===== config.mk =====
export PLATFORM = sky130hd
export DESIGN_NAME = uart_tx_arbiter
export DESIGN_NICKNAME = d
export VERILOG_FILES = /design/src/rtl/uart_tx_arbiter.sv
export SDC_FILE = /design/constraint.sdc
export NUM_CORES = 1
export LEC_CHECK = 0
export CAP_MARGIN = 20
export CORE_AREA = 3 3 60 62
export CTS_CLUSTER_DIAMETER = 80
export DETAILED_ROUTE_END_ITERATION = 16
export DIE_AREA = 0 0 63 65
export PLACE_DENSITY_LB_ADDON = 0.3
export SLEW_MARGIN = 20
export SYNTH_ARGS = -nofsm -noshare
export SYNTH_HDL_FRONTEND = slang
export SYNTH_SLANG_ARGS = --single-unit

===== constraint.sdc =====
create_clock -name CLK -period 2 [get_ports CLK]
set_input_delay 0.4 -clock CLK [delete_from_list [all_inputs] [get_ports CLK]]
set_output_delay 0.4 -clock CLK [all_outputs]
set_load 0.02 [all_outputs]

===== src/rtl/uart_tx_arbiter.sv =====
// Round-robin, packet-locked arbiter sharing one uart_tx byte stream between NUM_REQ requesters.
// A grant lasts until a last-flagged beat or MAX_BURST beats, then one IDLE cycle re-arbitrates.
module uart_tx_arbiter #(
   parameter int unsigned NUM_REQ    = 4,
   parameter int unsigned DATA_WIDTH = 8,
   parameter int unsigned MAX_BURST  = 16
) (
   input  logic                          CLK,
   input  logic                          RSTN,
   input  logic [NUM_REQ-1:0]            req_valid_i,
   input  logic [NUM_REQ*DATA_WIDTH-1:0] req_data_i,
   input  logic [NUM_REQ-1:0]            req_last_i,
   output logic [NUM_REQ-1:0]            req_ready_o,
   output logic [DATA_WIDTH-1:0]         tx_data_o,
   output logic                          tx_valid_o,
   input  logic                          tx_ready_i,
   output logic [NUM_REQ-1:0]            grant_o,
   output logic                          busy_o
);

   localparam int unsigned IdxW = (NUM_REQ > 1) ? $clog2(NUM_REQ) : 1;

   typedef enum logic [0:0] {StIdle, StStream} state_e;

   state_e              state_q, state_d;
   logic [NUM_REQ-1:0]  grant_q, grant_d;
   logic [IdxW-1:0]     idx_q, idx_d;
   logic [IdxW-1:0]     ptr_q, ptr_d;
   logic [7:0]          cnt_q, cnt_d;

   int unsigned         cand;
   logic [IdxW-1:0]     cand_idx;
   logic                found;
   logic [IdxW-1:0]     win_idx;
   logic                beat;

   // Search starts one past the last winner so the previous owner gets lowest priority.
   always_comb begin
      cand     = 0;
      cand_idx = '0;
      found    = 1'b0;
      win_idx  = '0;
      for (int unsigned i = 1; i <= NUM_REQ; i++) begin
         cand     = (32'(ptr_q) + i) % NUM_REQ;
         cand_idx = IdxW'(cand);
         if (!found && req_valid_i[cand_idx]) begin
            found   = 1'b1;
            win_idx = cand_idx;
         end
      end
   end

   always_comb begin
      tx_valid_o  = 1'b0;
      tx_data_o   = '0;
      req_ready_o = '0;
      if (state_q == StStream) begin
         tx_valid_o         = req_valid_i[idx_q];
         tx_data_o          = req_data_i[idx_q*DATA_WIDTH +: DATA_WIDTH];
         req_ready_o[idx_q] = tx_ready_i;
      end
   end

   assign beat    = (state_q == StStream) && tx_valid_o && tx_ready_i;
   assign grant_o = grant_q;
   assign busy_o  = (state_q == StStream);

   always_comb begin
      state_d = state_q;
      grant_d = grant_q;
      idx_d   = idx_q;
      ptr_d   = ptr_q;
      cnt_d   = cnt_q;
      unique case (state_q)
         StIdle: begin
            if (found) begin
               state_d          = StStream;
               grant_d          = '0;
               grant_d[win_idx] = 1'b1;
               idx_d            = win_idx;
               ptr_d            = win_idx;
               cnt_d            = '0;
            end
         end
         StStream: begin
            if (beat) begin
               if (req_last_i[idx_q] || (cnt_q == 8'(MAX_BURST - 1))) begin
                  state_d = StIdle;
                  grant_d = '0;
                  cnt_d   = '0;
               end else begin
                  cnt_d = cnt_q + 8'd1;
               end
            end
         end
         default: state_d = StIdle;
      endcase
   end

   always_ff @(posedge CLK or negedge RSTN) begin
      if (!RSTN) begin
         state_q <= StIdle;
         grant_q <= '0;
         idx_q   <= '0;
         ptr_q   <= IdxW'(NUM_REQ - 1);
         cnt_q   <= '0;
      end else begin
         state_q <= state_d;
         grant_q <= grant_d;
         idx_q   <= idx_d;
         ptr_q   <= ptr_d;
         cnt_q   <= cnt_d;
      end
   end

endmodule


# --- Word-level counts from Yosys, hierarchy flattened ---
# Cells that the tools add are included.
word_totals:
  output_inout_bits: 18
  elab_cells: 78
  inputBits: 43
  regBits: 17
classes:
  shifts: 1
  order_cmp: 8
  bitwise_logic: 2
  add_sub_neg: 5
  n_reduce_logical: 14
  muxes: 39
  eq_ne: 4
ops:
  columns: ["op", "n"]
  rows:
  - ["$mux W8", 4]
  - ["$shiftx A32 B6 Y8", 1]
  - ["$lt A2 B3 Y1 const B", 6]
  - ["$mux W1", 16]
  - ["$mux W4", 4]
  - ["$pmux W8 S2", 1]
  - ["$bmux W1 S2", 6]
  - ["$add A8 B1 Y8 const B", 1]
  - ["$eq A8 B4 Y1 const B", 1]
  - ["$mux W2", 4]
  - ["$pmux W4 S2", 1]
  - ["$logic_and A1 B1 Y1", 7]
  - ["$add A2 B1 Y2 const B", 2]
  - ["$add A2 B2 Y2 const B", 2]
  - ["$and A4 B4 Y4", 1]
  - ["$demux W1 S2", 2]
  - ["$ge A2 B1 Y1 const B", 2]
  - ["$ne A2 B1 Y1 const B", 2]
  - ["$reduce_and A2 Y1", 2]
  - ["$logic_not A1 Y1", 3]
  - ["$reduce_and A3 Y1", 1]
  - ["$ne A2 B2 Y1 const B", 1]
  - ["$pmux W1 S2", 1]
  - ["$logic_or A1 B1 Y1", 1]
  - ["$not A1 Y1", 1]

# --- Longest topological paths before layout ---
logic_depth:
  ltp_word: 19
  mapped_depth: 5
  mapped_depth_nobuf: 5

# --- Worst setup path before layout ---
# No wires, ideal clock.
synth_timing:
  path_kind: "register to output"
  startpoint: "register idx_q[0]"
  endpoint: "output tx_data_o[0]"
  setup_slack_ns: 0.139
  path_stages_with_launch: 4
  n_path_buf: 1
  t_required_ns: 1.600
  t_arrival_ns: 1.461
  cell_sequence: "dfrtp_1 > buf_2 > mux4_2 > and2_1"
synth_via:
  elab_chain_cells: 2
synth_rtl:
  columns: ["element", "line_no", "rtl"]
  rows:
  - ["start, declared", "27", "logic [IdxW-1:0] idx_q, idx_d;"]
  - ["start signal, assigned", "110", "idx_q <= idx_d;"]
  - ["$shiftx A32 B6 Y8", "59", "tx_data_o = req_data_i[idx_q*DATA_WIDTH +: DATA_WIDTH];"]
  - ["$mux W8", "57", "if (state_q == StStream) begin"]
  - ["end, declared", "14", "output logic [DATA_WIDTH-1:0] tx_data_o,"]
# No other way between the ends.

# --- Worst setup path in the final report ---
layout_timing:
  startpoint: "register idx_q[0]"
  endpoint: "output tx_data_o[5]"
# The elaborated chain is that of the path after synthesis.

==> impl_metrics.toml <==
[status]
outcome = "finished with violations"
violations = "negative setup slack"

[floorplanning]
num_io_pins = 61
die_area_um2 = 4100
die_w_um = 63
initial_core_util_pct = 41.5
coreArea_um2 = 3080
die_y_um = 65
rows = 20

[global_route]
grt-ovfl-total = 0
grtUsageTotal_pct = 19.4
grt_pass1_wl_um = 6390
use_met1_pct = 24.9
grt_util_met2_pct = 32.8
grt_max_degree = 18
grt_pass1_vias = 1307
antenna_found_initial = 0
busiest_layer = "met2"
use_met3_pct = 4.68

[logic_synthesis]
syn-num-nets = 164
synth_ff_type = "dfrtp_1"
synth_edf_count = 0
async_flop_share_pct = 100
ys_seq_area_share_pct = 33.5
syn_avg_cell_area_um2 = 10.6
synth.distinct_cells = 37
synth_area_leader_cell = "dfrtp_1"
netlist_instances = 120
synth.top_cell.area_share_pct = 29.4
syn_area_um2 = 1280
synth_area_leaders = "dfrtp_1 29%, mux4_2 16%, and2_1 4.9%, dfstp_2 4.1%, a22o_1 4.1%"
yosys_warnings = 0
synth.most_common_cell = "dfrtp_1"
synth_seq_cells = 17
ys_top_cells_by_count = "15 x dfrtp_1, 11 x nand2_1, 10 x and2_1"

[setup_path]
worstSetupPathType = "flop to output port"
endpoint_kind = "output port"
cp_max_fo = 6
critPathArrivalTime_ns = 1.68
cp.required_ns = 1.60
worst_setup_path_start_kind = "flop"

[pwr]
p_comb_share_pct = 72.1
p_per_area_nw_per_um2 = 1300
power.internal_mw = 1.71
netSwitchingPower_mw = 1.11
p_leak_nw = 0.937
clockPowerShare_pct = 6.6
p_seq_share_pct = 21.3
switching_share_pct = 39.3
finalPower_mw = 2.81
vdd_ir_drop_max_mv = 0.757

[clocking]
numCtsBuffers = 3
cts_max_path_buffers = 2
clkSlewWorstSetupHoldPaths_ns = 0.10
cts-root-buf = "clkbuf_4"
clkLatencyLatePin_ns = 0.29
cts_max_level = 1
cts.sinks = 17
cts_tree = "yes"

[timing]
finalWorstSetupSlack_ns = -0.0800
setup_viol = 9
hold_viol_final = 0
fin_worst_skew_ns = 0.00173
tightest_slew_ns = 0.353
finalCriticalPeriod_ns = 2.08
slew_viol_final = 0
slew_headroom_pct = 76.4
max_freq_ghz = 0.481
rsz0062_at_grt = "true"
post-route-period-util_pct = 104

[min_path]
hold_class = "primary input to asynchronous set/reset pin"

[routing]
viasPerCell = 5.39
wl_per_cell_um = 16.2
drt_iter0_markers = 75
drt-total-wl_um = 3960
dr_total_vias = 1320
first_pass_iters = 4
drc = 0
drtAntennaViolNets = 0

[cells_and_area]
design_area_um2 = 2160
diodes = 0
syn_to_final_growth_pct = 69.5
nNetsFinal = 246
utilization_pct = 70.3
drive_above_1_share_pct = 34.3

[placed_design]
dp_hpwl_um = 2930
place_area_um2 = 2060
numPortBuffers = 60
gp_congestion = 0.832

[job]
maxCapViolations = 0
[flip-flops by register name, indices dropped and copies added, names as in the netlist]
name	flops
cnt_q	8
grant_o	4
idx_q	2
ptr_q	2
busy_o	1
[critical path, stage by stage (launching register included)]
cell     delay, ns
dfrtp_2       0.43
buf_12        0.14
mux4_2        0.51
and2_4        0.18
buf_6         0.12
[layer usage]
metal | wire length, um | vias up
li1 | - | 624
met1 | 1720 | 636
met2 | 1920 | 58
met3 | 316 | 2
met4 | 5 | 0
met5 | 0 | -
[area by class of cell]
cell class / count / area, um^2
fillers: 245 / 915
multi-input cells: 95 / 831
repair buffers: 82 / 810
flip-flops and latches: 17 / 430
well taps: 44 / 55.1
clock buffers: 4 / 26.3
inverters: 3 / 11.3
[layout by cell type (no fill, tap or decap), drive strengths merged, types with 3 or more instances in the layout]
cell / n
a21oi: 3
a22o: 6
and2: 11
and3: 3
buf: 30
clkbuf: 7
clkdlybuf4s50: 45
dfrtp: 15
dlygate4sd2: 3
inv: 3
mux2: 3
mux2i: 3
mux4: 9
nand2: 11
nand3: 3
nor2: 5
nor2b: 3
nor3: 8
o21ai: 5
o31ai: 4
[stage by stage]
step | TNS (ns) | worst slack [ns] | hold slack [ns] | cells
after global placement | -6.41 | -0.395 | 0.480 | 238
final | -0.398 | -0.0800 | 0.425 | 245
after global routing | -0.904 | -0.128 | 0.440 | 245
after detailed placement | -6.94 | -0.421 | 0.488 | 238
after CTS | -0.606 | -0.0827 | 0.419 | 242
after floorplan | 0 | 0.139 | 0.104 | 120
[final timing paths]
kind	from	endpoint	slack (ns)	depth (start not counted)
max	idx_q[0]	tx_data_o[5]	-0.08	4
min reg2reg	grant_o[0]	grant_o[0]	0.51	1
max in group asynchronous	RSTN	ptr_q[1]	1.32	2
min	RSTN	grant_o[1]	0.43	2
max reg2reg	idx_q[0]	cnt_q[5]	0.07	7
min in group CLK	grant_o[0]	grant_o[0]	0.51	1
[cell families after synthesis]
logic type               Yosys count  share of synthesized area [%]
AND/OR/NAND/NOR                   51                           22.4
AO/OA/AOI/OAI                     28                           19.1
flip-flops                        17                           33.5
buffers and inverters              8                           3.14
adder cells (fa/ha/maj)            1                          0.980
multiplexers                      15                           20.9
[power groups by stage]
stage               Clock, mW  Sequential, mW  Combinational, mW
floorplan                   0           0.619               1.02
global placement            0           0.583               1.76
detailed placement          0           0.591               1.79
CTS                     0.193           0.584               1.69
global route            0.208           0.625               2.16
finish                  0.185           0.599               2.03
[what timing repair did]
action / CTS / global route
pin swaps: 1 / 6
hold buffers: 0 / 0
resized for setup: 43 / 35
gates cloned: 0 / 1
buffers inserted: 0 / 2
endpoints found under the setup margin: 13 / 14
(Power assumes the default switching activity.)
